$ cat src/rtl/occ_read_arbiter_pkg.sv
// Shared definitions for the Occ read arbiter: FSM state encodings and
// the lane-index width helper used by the top level and the round-robin picker.
package occ_read_arbiter_pkg;

   localparam logic [2:0] ST_IDLE     = 3'd0;
   localparam logic [2:0] ST_ISSUE_LO = 3'd1;
   localparam logic [2:0] ST_ISSUE_HI = 3'd2;
   localparam logic [2:0] ST_WAIT     = 3'd3;
   localparam logic [2:0] ST_RESP     = 3'd4;

   // Lane index width; a single lane still needs a 1-bit index.
   function automatic int lane_w(input int n);
      return (n > 1) ? $clog2(n) : 1;
   endfunction

endpackage

$ cat src/rtl/occ_read_arbiter_rr_pick.sv
// Combinational round-robin picker: first set request bit at or after
// i_rr_ptr, wrapping modulo N. Produces a one-hot grant and its index.
module occ_read_arbiter_rr_pick
   import occ_read_arbiter_pkg::*;
#(
   parameter int N  = 4,
   parameter int LW = lane_w(N)
)(
   input  logic [N-1:0]  i_req,
   input  logic [LW-1:0] i_rr_ptr,
   output logic [N-1:0]  o_grant,
   output logic [LW-1:0] o_winner,
   output logic          o_any
);

   logic [LW:0]   w_pos;
   logic [LW-1:0] w_idx;

   always_comb begin
      o_grant  = '0;
      o_winner = '0;
      o_any    = 1'b0;
      w_pos    = '0;
      w_idx    = '0;
      // Walk from the farthest offset back to rr_ptr so the closest hit wins last.
      for (int k = N - 1; k >= 0; k--) begin
         w_pos = {1'b0, i_rr_ptr} + (LW+1)'(k);
         if (w_pos >= (LW+1)'(N))
            w_pos = w_pos - (LW+1)'(N);
         w_idx = w_pos[LW-1:0];
         if (i_req[w_idx]) begin
            o_grant        = '0;
            o_grant[w_idx] = 1'b1;
            o_winner       = w_idx;
            o_any          = 1'b1;
         end
      end
   end

endmodule

$ cat src/rtl/occ_read_arbiter.sv
// Shares one Occ memory read port among N lanes: grants a lane round-robin,
// issues its lo/hi reads back-to-back and returns both words with a valid pulse.
module occ_read_arbiter
   import occ_read_arbiter_pkg::*;
#(
   parameter int N      = 4,
   parameter int AW     = 16,
   parameter int DW     = 32,
   parameter int RD_LAT = 1
)(
   input  logic            clk,
   input  logic            rst,
   input  logic [N-1:0]    req,
   input  logic [N*AW-1:0] addr_lo,
   input  logic [N*AW-1:0] addr_hi,
   output logic [N-1:0]    ack,
   output logic [N-1:0]    rsp_valid,
   output logic [DW-1:0]   rsp_lo,
   output logic [DW-1:0]   rsp_hi,
   output logic            busy,
   output logic            mem_en,
   output logic [AW-1:0]   mem_addr,
   input  logic [DW-1:0]   mem_rdata
);

   localparam int LW = lane_w(N);
   localparam int CW = $clog2(RD_LAT + 2);
   // Counter is RD_LAT+1 in the ISSUE_LO cycle: lo data lands at 1, hi data at 0.
   localparam logic [CW-1:0] CNT_LOAD = CW'(RD_LAT + 1);

   logic [2:0]    r_state;
   logic [LW-1:0] r_rr_ptr;
   logic [LW-1:0] r_win;
   logic [N-1:0]  r_grant;
   logic [AW-1:0] r_hi_addr;
   logic [CW-1:0] r_cnt;
   logic [N-1:0]  r_ack;
   logic [N-1:0]  r_rsp_valid;
   logic [DW-1:0] r_rsp_lo;
   logic [DW-1:0] r_rsp_hi;
   logic          r_mem_en;
   logic [AW-1:0] r_mem_addr;

   logic [AW-1:0] w_lo_arr [N];
   logic [AW-1:0] w_hi_arr [N];
   logic [N-1:0]  w_grant;
   logic [LW-1:0] w_winner;
   logic          w_any;

   genvar gi;
   generate
      for (gi = 0; gi < N; gi++) begin : g_unpack
         assign w_lo_arr[gi] = addr_lo[gi*AW +: AW];
         assign w_hi_arr[gi] = addr_hi[gi*AW +: AW];
      end
   endgenerate

   occ_read_arbiter_rr_pick #(
      .N  (N),
      .LW (LW)
   ) u_pick (
      .i_req    (req),
      .i_rr_ptr (r_rr_ptr),
      .o_grant  (w_grant),
      .o_winner (w_winner),
      .o_any    (w_any)
   );

   always_ff @(posedge clk) begin
      if (rst) begin
         r_state     <= ST_IDLE;
         r_rr_ptr    <= '0;
         r_win       <= '0;
         r_grant     <= '0;
         r_hi_addr   <= '0;
         r_cnt       <= '0;
         r_ack       <= '0;
         r_rsp_valid <= '0;
         r_rsp_lo    <= '0;
         r_rsp_hi    <= '0;
         r_mem_en    <= 1'b0;
         r_mem_addr  <= '0;
      end else begin
         r_ack       <= '0;
         r_rsp_valid <= '0;
         case (r_state)
            ST_IDLE: begin
               if (w_any) begin
                  r_win      <= w_winner;
                  r_grant    <= w_grant;
                  r_hi_addr  <= w_hi_arr[w_winner];
                  r_ack      <= w_grant;
                  r_mem_en   <= 1'b1;
                  r_mem_addr <= w_lo_arr[w_winner];
                  r_cnt      <= CNT_LOAD;
                  r_state    <= ST_ISSUE_LO;
               end
            end
            ST_ISSUE_LO: begin
               r_mem_addr <= r_hi_addr;
               r_cnt      <= r_cnt - 1'b1;
               r_state    <= ST_ISSUE_HI;
            end
            ST_ISSUE_HI, ST_WAIT: begin
               r_mem_en <= 1'b0;
               r_cnt    <= r_cnt - 1'b1;
               if (r_cnt == CW'(1))
                  r_rsp_lo <= mem_rdata;
               if (r_cnt == '0) begin
                  r_rsp_hi    <= mem_rdata;
                  r_rsp_valid <= r_grant;
                  r_state     <= ST_RESP;
               end else begin
                  r_state <= ST_WAIT;
               end
            end
            ST_RESP: begin
               r_rr_ptr <= (r_win == LW'(N - 1)) ? '0 : r_win + 1'b1;
               r_state  <= ST_IDLE;
            end
            default: r_state <= ST_IDLE;
         endcase
      end
   end

   assign ack       = r_ack;
   assign rsp_valid = r_rsp_valid;
   assign rsp_lo    = r_rsp_lo;
   assign rsp_hi    = r_rsp_hi;
   assign busy      = (r_state != ST_IDLE);
   assign mem_en    = r_mem_en;
   assign mem_addr  = r_mem_addr;

endmodule
$ cat config.mk
export PLATFORM = sky130hd
export DESIGN_NAME = occ_read_arbiter
export DESIGN_NICKNAME = d
export VERILOG_FILES = /design/src/rtl/occ_read_arbiter_pkg.sv /design/src/rtl/occ_read_arbiter_rr_pick.sv /design/src/rtl/occ_read_arbiter.sv
export SDC_FILE = /design/constraint.sdc
export NUM_CORES = 1
export LEC_CHECK = 0
export ABC_AREA = 1
export BUFFER_PORTS_ARGS = -buffer_cell sky130_fd_sc_hd__buf_2
export CAP_MARGIN = 25
export CORE_MARGIN = 2
export CORE_UTILIZATION = 43
export CTS_BUF_LIST = sky130_fd_sc_hd__clkbuf_8
export CTS_CLUSTER_DIAMETER = 40
export CTS_CLUSTER_SIZE = 24
export DETAILED_ROUTE_END_ITERATION = 16
export PLACE_DENSITY_LB_ADDON = 0.05
export SLEW_MARGIN = 25
export SYNTH_ARGS = -nofsm -noshare
export SYNTH_HDL_FRONTEND = slang
export SYNTH_SLANG_ARGS = --single-unit
$ cat constraint.sdc
create_clock -name clk -period 3.3 [get_ports clk]
set_clock_uncertainty 0.2 [all_clocks]
set_input_delay 0.495 -clock clk [delete_from_list [all_inputs] [get_ports clk]]
set_output_delay 0.495 -clock clk [all_outputs]
set_load 0.02 [all_outputs]
==> results_dict.tcl, run 1 <==
set metrics [dict create \
    htree_num_levels 4 \
    path_common_cell "nand2_1" \
    worstPathMaxFanout 17 \
    clkTransAtPathRegs_ns 0.07 \
    hold_violations 0 \
    max_slew_margin_pct 47.9 \
    ant_nets 0 \
    drive_gt1_share_pct 27.8 \
    grt_usage_pct 25.3 \
    pre_cts_ws_ns 0.595 \
    rsz0062_at_grt "no" \
    finalWirelength_um 18400 \
    cts_buffers 17 \
    dp.cells 1286 \
    diodes 0 \
    cpLargestDelayFamily "simple AND/OR/NAND/NOR gates" \
    path_class "flip-flop to flip-flop" \
    drv_slew 0 \
    max_freq_mhz 359 \
    cp.required_ns 3.42 \
    tightest_slew_ns 0.781 \
    synth.distinct_cells 27 \
    timing.hold.ws_ns 0.0906 \
    grt_max_degree 55 \
    cap_violations 0 \
    dp_hpwl_um 13100 \
    grt_antenna_before_repair 0 \
    port_buffers 255 \
    cp-start-kind "flip-flop" \
    drt_first_pass_iters 5 \
    cpMaxStageDelayCell "dfxtp_1" \
    syn-cell-area_um2 5880 \
    grt-busiest-layer "met2" \
    grt_pass1_wl_um 29500 \
    cts_tree "yes" \
    final.setup.worst_slack_ns 0.514 \
    root_buffer "clkbuf_8" \
    worst_setup_path_end_kind "flip-flop" \
    routedWlPerCell_um 14.0 \
    vias 6469 \
    post-route-period-util_pct 84.4 \
    hold_buffers 0 \
    use_met3_pct 8.55 \
    p_leak_nw 4.07 \
    die_y_um 121 \
    nets 1306 \
    dieArea_um2 14600 \
    grt_util_met1_pct 33.8 \
    cts_sinks 118 \
    die_w_um 121 \
    syn_inst 896 \
    outcome "finished, final reports clean" \
    ys_ff_latch 118 \
    worstPathArrival_ns 2.91 \
    pin_count 256 \
    viasPerCell 4.92 \
    power-per-cell-area_nw_per_um2 808 \
    start_util_pct 44.2 \
    coreArea_um2 13300 \
    tns_ns 0 \
    cts_resized 0 \
    final-instance-count-excl-fill 1316 \
    yosys_warnings 0 \
    drc 0 \
    crit_chain "inv_1 -> ha_1 -> inv_1 -> nand3_1 -> nand2_1 -> nor2_1 -> nand2_1 -> nand2_1 -> inv_2 -> nor2_4 -> inv_2 -> o21ai_0 -> a21oi_1" \
    area_growth_pct 29.2 \
    synth.avg_cell_area_um2 6.56 \
    first_global_vias 6010 \
    synth_fp_nets 1073 \
    seq_area_frac_synth_pct 40.2 \
    grt.met2_usage_pct 38.9 \
    period_minus_slack_ns 2.79 \
    cts_buffer_depth 2 \
    num_rows 42 \
    max_stage_delay_ns 0.45 \
    placed_area_um2 7220 \
    grt-ovfl-total 0 \
    drt_iter0_drc 397 \
    gp_congestion 0.987 \
    ir_drop_mv 0.413 \
    hold_class "primary input to flip-flop" \
    postCtsSetupBuffers 0 \
    setup_viol 0 \
    clk_latency_ns 0.44 \
    stdcell_area_um2 7600 \
    crit_buf_inv 4 \
]
worst reg2reg max path: cells and delay by family (launching register included):
kind | cells | cell delay [ns]
AOI/OAI and AO/OA | 2 | 0.28
adders and majority gates | 1 | 0.36
buffers and inverters | 4 | 0.54
DFF | 1 | 0.45
and+or+nand+nor | 6 | 0.86
final cells by class:
type	instances	area, um^2
Clock buffer	19	262
Clock inverter	11	111
Fill cell	1374	5700
Inverter	84	315
Multi-Input combinational cell	636	2920
Sequential cell	118	2360
Tap cell	176	220
Timing Repair Buffer	272	1400
synthesized netlist by cell type (all sizes together):
library cell    n  area [um^2]
a211oi          1         7.51
nor3            1         5.00
inv            82          308
nand4           3         18.8
ha             11          138
clkinv          2         7.51
buf            26          160
nand3         153          771
nor2          110          420
o21ai          60          300
a31oi           1         6.26
dfxtp         118         2360
clkbuf         32          121
o221ai          4         35.0
nand2         217          837
a21oi          71          355
o22ai           4         25.0
path summary, 6_finish.rpt:
kind	depth (start not counted)	slack, ns	from	endpoint
worst min-delay path	3	0.09	mem_rdata[14]	rsp_hi[14]
worst max register to register	13	0.51	r_rr_ptr[1]	mem_addr[10]
worst max-delay path	13	0.51	r_rr_ptr[1]	mem_addr[10]
worst min register to register	2	0.25	r_grant[2]	rsp_valid[2]
state kept, by name, indices dropped and copies added (netlist names):
register,flops
rsp_valid,4
r_hi_addr,16
r_state,3
rsp_hi,32
ack,4
r_grant,4
r_cnt,2
r_rr_ptr,2
r_win,2
mem_en,1
mem_addr,16
rsp_lo,32
layout by cell type, fill, tap and decap left out, types with 2 or more instances in the layout:
cell type,instances
ha_1,11
buf_4,17
clkinvlp_4,2
o221ai_1,4
clkinv_1,2
a21oi_1,71
buf_2,255
nand4_1,3
dfxtp_1,118
nand2_2,6
nor2_1,108
inv_2,7
o21ai_0,59
nand3_1,152
clkbuf_8,19
bufinv_16,2
nand2_1,210
clkinv_2,4
inv_1,77
o22ai_1,4
report_power, final:
part / internal (W) / switching (W) / total [W] / leakage [nW]
registers: 0.00181 / 0.000202 / 0.00201 / 0.965
logic: 0.000894 / 0.00197 / 0.00286 / 2.91
clock network: 0.000691 / 0.000567 / 0.00126 / 0.196
total: 0.00340 / 0.00274 / 0.00614 / 4.07
metal layers:
| layer | share of wire, % | vias up |
|---|---|---|
| met2 | 43 | 231 |
| li1 | - | 3364 |
| met1 | 47 | 2844 |
| met5 | 0 | - |
| met4 | 1.7 | 0 |
| met3 | 8.5 | 30 |
logic make-up (layout without fill, tap and decap cells):
| group | after synthesis | count (layout) | share of synthesized area [%] |
|---|---|---|---|
| buffers and inverters | 142 | 386 | 10.2 |
| flip-flops | 118 | 118 | 40.2 |
| adder cells (fa/ha/maj) | 11 | 11 | 2.34 |
| AND/OR/NAND/NOR | 484 | 484 | 34.9 |
| AO/OA/AOI/OAI | 141 | 141 | 12.4 |
through the flow:
| stage | power (W) | utilization [%] |
|---|---|---|
| after global routing | 0.00662 | 57.1 |
| after floorplan | 0.00405 | - |
| after global placement | 0.00488 | 54.3 |
| after detailed placement | 0.00489 | 54.3 |
| final | 0.00614 | 57.1 |
| after CTS | 0.00617 | 57.1 |
No activity file was read; power rests on OpenSTA's default activity.
==> run 2: changes to the inputs <==
==> constraint.sdc (replaced) <==
create_clock -name clk -period 2.4 [get_ports clk]
set_clock_uncertainty 0.2 [all_clocks]
set_input_delay 0.36 -clock clk [delete_from_list [all_inputs] [get_ports clk]]
set_output_delay 0.36 -clock clk [all_outputs]
set_load 0.02 [all_outputs]
==> results_dict.tcl, run 2 (synthesized netlist as in run 1, its figures left out) <==
set metrics [dict create \
    critical_path_cell_count 15 \
    cts_sinks 118 \
    drt_first_pass_iters 5 \
    first_global_vias 6247 \
    hold_depth 5 \
    cp-start-kind "flip-flop" \
    die_y_um 121 \
    timing.rr.end "mem_addr[4]" \
    worstPathMaxFanout 30 \
    pwr-share-seq_pct 30.0 \
    drv_slew 0 \
    nets 1350 \
    max_stage_delay_ns 0.33 \
    die_w_um 121 \
    area_growth_pct 40.4 \
    cts_buffer_depth 2 \
    grt_max_degree 50 \
    cpLargestDelayFamily "simple AND/OR/NAND/NOR gates" \
    cp.required_ns 2.56 \
    finalWirelength_um 18900 \
    root_buffer "clkbuf_8" \
    path_class "flip-flop to flip-flop" \
    diodes 0 \
    drt_iter0_drc 509 \
    dp_hpwl_um 12900 \
    cap_violations 0 \
    startpoint "r_rr_ptr[1]" \
    combPwrFrac_pct 46.7 \
    setup_viol 0 \
    clkPwrFrac_pct 23.2 \
    r2r_cells 15 \
    num_rows 42 \
    p_sw_w 0.00388 \
    dieArea_um2 14600 \
    power-per-cell-area_nw_per_um2 1110 \
    final_cell_mix "255 x buf_2, 209 x nand2_1, 150 x nand3_1, 116 x dfxtp_1, 108 x nor2_1" \
    start_util_pct 44.2 \
    tightest_slew_ns 0.686 \
    vias 6734 \
    clk_latency_ns 0.43 \
    ant_nets 0 \
    post-route-period-util_pct 94.1 \
    clkTransAtPathRegs_ns 0.07 \
    grt_antenna_before_repair 0 \
    grt-ovfl-total 0 \
    port_buffers 255 \
    outcome "finished, final reports clean" \
    drc 0 \
    worst_setup_path_end_kind "flip-flop" \
    crit_chain "inv_2 -> ha_4 -> inv_1 -> nand3_1 -> nand2_1 -> inv_2 -> nand2_4 -> nand2_1 -> nand2_2 -> nand2_4 -> buf_12 -> nand2_1 -> nand3_1 -> nand3_1 -> a21oi_1" \
    ir_drop_mv 0.605 \
    p_sw_share_pct 42.3 \
    pin_count 256 \
    grt_usage_pct 25.5 \
    final.setup.worst_slack_ns 0.142 \
    max_freq_mhz 443 \
    crit_buf_inv 4 \
    ff2ff_setup_slack_ns 0.14 \
    cp-endpoint "mem_addr[4]" \
    routedWlPerCell_um 13.9 \
    hold_class "primary input to flip-flop" \
    final-instance-count-excl-fill 1362 \
    pre_cts_ws_ns 0.0807 \
    drive_gt1_share_pct 28.6 \
    final_core_util_pct 62.1 \
    period_minus_slack_ns 2.26 \
    worstPathArrival_ns 2.41 \
    cts_tree "yes" \
    p_leak_nw 4.35 \
    coreArea_um2 13300 \
    gp_congestion 0.894 \
    max_slew_margin_pct 54.2 \
    viasPerCell 4.94 \
    power.internal_w 0.00530 \
    dp.cells 1295 \
    hold_violations 0 \
    cts_buffers 17 \
    layout_commonest_cell "buf_2" \
    grt_pass1_wl_um 29900 \
    htree_num_levels 4 \
    cpMaxStageDelayCell "dfxtp_2" \
    crit-reg2reg-launch "r_rr_ptr[1]" \
]
-- run 2: changes by cell type in the layout (fill, tap and decap cells not counted), moves of 3 or more --
| cell | previous run | this run |
|---|---|---|
| dlygate4sd3_1 | 0 | 32 |
| buf_12 | 0 | 7 |
| buf_4 | 17 | 20 |
| bufinv_16 | 2 | 5 |
| clkinv_2 | 4 | 1 |
-- run 2: stage by stage --
step / area, um^2 / TNS (ns) / total power, W / hold slack (ns)
final: 8250 / 0 / 0.00918 / 0.100
after global routing: 8250 / -0.454 / 0.00987 / 0.118
after CTS: 8180 / 0 / 0.00911 / 0.0701
after detailed placement: 7380 / 0 / 0.00692 / 0.239
after global placement: 7380 / 0 / 0.00692 / 0.243
after floorplan: 5880 / 0 / 0.00557 / 0.228
-- run 2: worst min-delay path, stage by stage --
cell     delay, ns
buf_2         0.10
nand2_1       0.05
nand3_1       0.06
nand3_1       0.07
a21oi_1       0.05
-- run 2: what timing repair did --
item,CTS,global route
buffers inserted,0,2
setup endpoints to repair,0,35
hold buffers,32,0
endpoints found under the hold margin,61,0
gates resized for setup,0,9
-- run 2: worst min path at each step --
| stage | start | to |
|---|---|---|
| floorplan | r_grant[0] | rsp_valid[0] |
| global placement | r_grant[3] | rsp_valid[3] |
| detailed placement | r_grant[3] | rsp_valid[3] |
| CTS | addr_lo[62] | mem_addr[14] |
| global route | addr_hi[63] | r_hi_addr[15] |
| finish | addr_lo[62] | mem_addr[14] |
-- run 2: per-layer routing --
metal  up-vias  track usage (%)  share of wire, %
met1      3006             35.1                46
li1       3445                -                 -
met2       265             39.2                45
met4         0             8.58               1.1
met5         -                0                 0
met3        18             6.06               8.1
-- run 2: layout make-up --
class	count	area (um^2)
Fill cell	1287	5040
Multi-Input combinational cell	636	2950
Sequential cell	118	2360
Timing Repair Buffer	316	1920
Inverter	84	318
Clock buffer	20	275
Tap cell	176	220
Clock inverter	12	200
-- run 2: power by group through the flow --
stage                     clock network (W)  logic, W  registers, W
after floorplan                           0   0.00245       0.00312
after CTS                           0.00216   0.00420       0.00275
after global placement                    0   0.00414       0.00278
final                               0.00213   0.00429       0.00276
after global routing                0.00225   0.00481       0.00281
after detailed placement                  0   0.00414       0.00278
==> run 3: changes to the inputs <==
--- a/config.mk
+++ b/config.mk
@@ -6,10 +6,11 @@
 export NUM_CORES = 1
 export LEC_CHECK = 0
 export ABC_AREA = 1
+export ABC_CLOCK_PERIOD_IN_PS = 2400
 export BUFFER_PORTS_ARGS = -buffer_cell sky130_fd_sc_hd__buf_2
 export CAP_MARGIN = 25
 export CORE_MARGIN = 2
-export CORE_UTILIZATION = 43
+export CORE_UTILIZATION = 45
 export CTS_BUF_LIST = sky130_fd_sc_hd__clkbuf_8
 export CTS_CLUSTER_DIAMETER = 40
 export CTS_CLUSTER_SIZE = 24
==> constraint.sdc (replaced) <==
create_clock -name clk -period 2.4 [get_ports clk]
set_clock_uncertainty 0.2 [all_clocks]
set_input_delay 0.6 -clock clk [delete_from_list [all_inputs] [get_ports clk]]
set_output_delay 0.6 -clock clk [all_outputs]
set_load 0.02 [all_outputs]
==> results_dict.tcl, run 3 (synthesized netlist as in run 1, its figures left out) <==
set metrics [dict create \
    outcome "finished, final reports clean" \
    pre_cts_ws_ns 0.0484 \
    crit-reg2reg-launch "r_rr_ptr[1]" \
    combPwrFrac_pct 48.5 \
    cts_sinks 118 \
    nets 1325 \
    crit_buf_inv 4 \
    r2r_cells 14 \
    clkTransAtPathRegs_ns 0.07 \
    layout_commonest_cell "buf_2" \
    cpLargestDelayFamily "simple AND/OR/NAND/NOR gates" \
    dp_hpwl_um 13600 \
    critical_path_cell_count 14 \
    hold_buffers 0 \
    worst_setup_path_end_kind "flip-flop" \
    final.setup.worst_slack_ns 0.190 \
    ant_nets 0 \
    port_buffers 255 \
    die_w_um 118 \
    post-route-period-util_pct 92.1 \
    cts_buffer_depth 2 \
    max_freq_mhz 452 \
    die_y_um 118 \
    first_global_vias 6137 \
    rsz0062_at_grt "no" \
    p_leak_nw 4.22 \
    max_slew_margin_pct 52.9 \
    fill_cells 1242 \
    tns_ns 0 \
    grt-ovfl-total 0 \
    cp.required_ns 2.56 \
    min_from "mem_rdata[7]" \
    tightest_slew_ns 0.705 \
    grt_max_degree 41 \
    gp_congestion 0.916 \
    coreArea_um2 12700 \
    drv_slew 0 \
    p_sw_w 0.00384 \
    path_class "flip-flop to flip-flop" \
    power.internal_w 0.00508 \
    vias 6578 \
    diodes 0 \
    dieArea_um2 14000 \
    crit_chain "inv_1 -> ha_4 -> nand3_1 -> nand2_2 -> inv_2 -> nand2_4 -> nand2_1 -> nand2_2 -> buf_4 -> buf_12 -> nand3_1 -> nand3_1 -> nand3_1 -> a21oi_1" \
    pin_count 256 \
    p_sw_share_pct 43.1 \
    grt_pass1_wl_um 29900 \
    setup_viol 0 \
    period_minus_slack_ns 2.21 \
    hold_violations 0 \
    drc 0 \
    startpoint "r_rr_ptr[1]" \
    drt_iter0_drc 546 \
    htree_num_levels 4 \
    grt_usage_pct 26.3 \
    routedWlPerCell_um 14.1 \
    power-per-cell-area_nw_per_um2 1130 \
    cpMaxStageDelayCell "dfxtp_1" \
    ir_drop_mv 0.632 \
    hold_class "primary input to flip-flop" \
    finalWirelength_um 18800 \
    drive_gt1_share_pct 29.8 \
    path_common_cell "nand3_1" \
    start_util_pct 46.4 \
    clk_latency_ns 0.42 \
    cap_violations 0 \
    root_buffer "clkbuf_8" \
    viasPerCell 4.94 \
    cp-start-kind "flip-flop" \
    drt_first_pass_iters 6 \
    pwr-share-seq_pct 31.0 \
    final_core_util_pct 62.4 \
    cts_buffers 17 \
    num_rows 41 \
    clkPwrFrac_pct 20.5 \
    worstPathArrival_ns 2.37 \
    final_cell_mix "255 x buf_2, 207 x nand2_1, 150 x nand3_1, 117 x dfxtp_1, 107 x nor2_1" \
    area_growth_pct 34.6 \
    grt_antenna_before_repair 0 \
    cts_tree "yes" \
    max_stage_delay_ns 0.32 \
    worstPathMaxFanout 13 \
    hold_depth 3 \
]
-- run 3: per-layer routing --
metal	wire (um)	vias to the layer above	track usage, %
met2	8490	245	41.5
met3	1290	20	6.42
met5	0	-	0
met4	276	0	7.38
li1	-	3393	-
met1	8740	2920	35.7
-- run 3: area by class of cell --
type	count	area, um^2	area share (%)
clock buffer	19	262	3.31
tap	172	215	2.72
inverter	84	320	4.05
clock inverter	11	135	1.71
timing repair buffer	291	1660	20.9
sequential	118	2360	29.9
multi-input combinational	636	2960	37.4
-- run 3: power by group through the flow --
stage	Sequential, W	Clock, W	Combinational, W
finish	0.00277	0.00183	0.00433
CTS	0.00276	0.00185	0.00421
global route	0.00282	0.00196	0.00482
detailed placement	0.00279	0	0.00418
floorplan	0.00312	0	0.00245
global placement	0.00279	0	0.00417
-- run 3: through the flow --
stage	instances	power, W	instance area (um^2)	hold WS [ns]
5_1_grt	1331	0.00960	7910	0.192
3_3_place_gp	1300	0.00696	7440	0.239
3_5_place_dp	1300	0.00697	7440	0.243
2_1_floorplan	896	0.00557	5880	0.228
6_report	1331	0.00892	7910	0.209
4_1_cts	1330	0.00882	7840	0.189
-- run 3: repair_timing --
item,in CTS,in global routing
buffers inserted,0,0
resized for setup,0,18
endpoints found under the setup margin,0,41
-- run 3: final timing paths --
kind                  endpoint  slack [ns]
setup reg to reg   mem_addr[6]        0.19
hold / removal       rsp_hi[7]        0.21
setup / recovery   mem_addr[6]        0.19
hold reg to reg   rsp_valid[2]        0.24
-- run 3: tightest hold or removal path, delay by kind of cell --
family	cells	cell delay [ns]
AND/OR/NAND/NOR	2	0.12
buffers and inverters	1	0.09
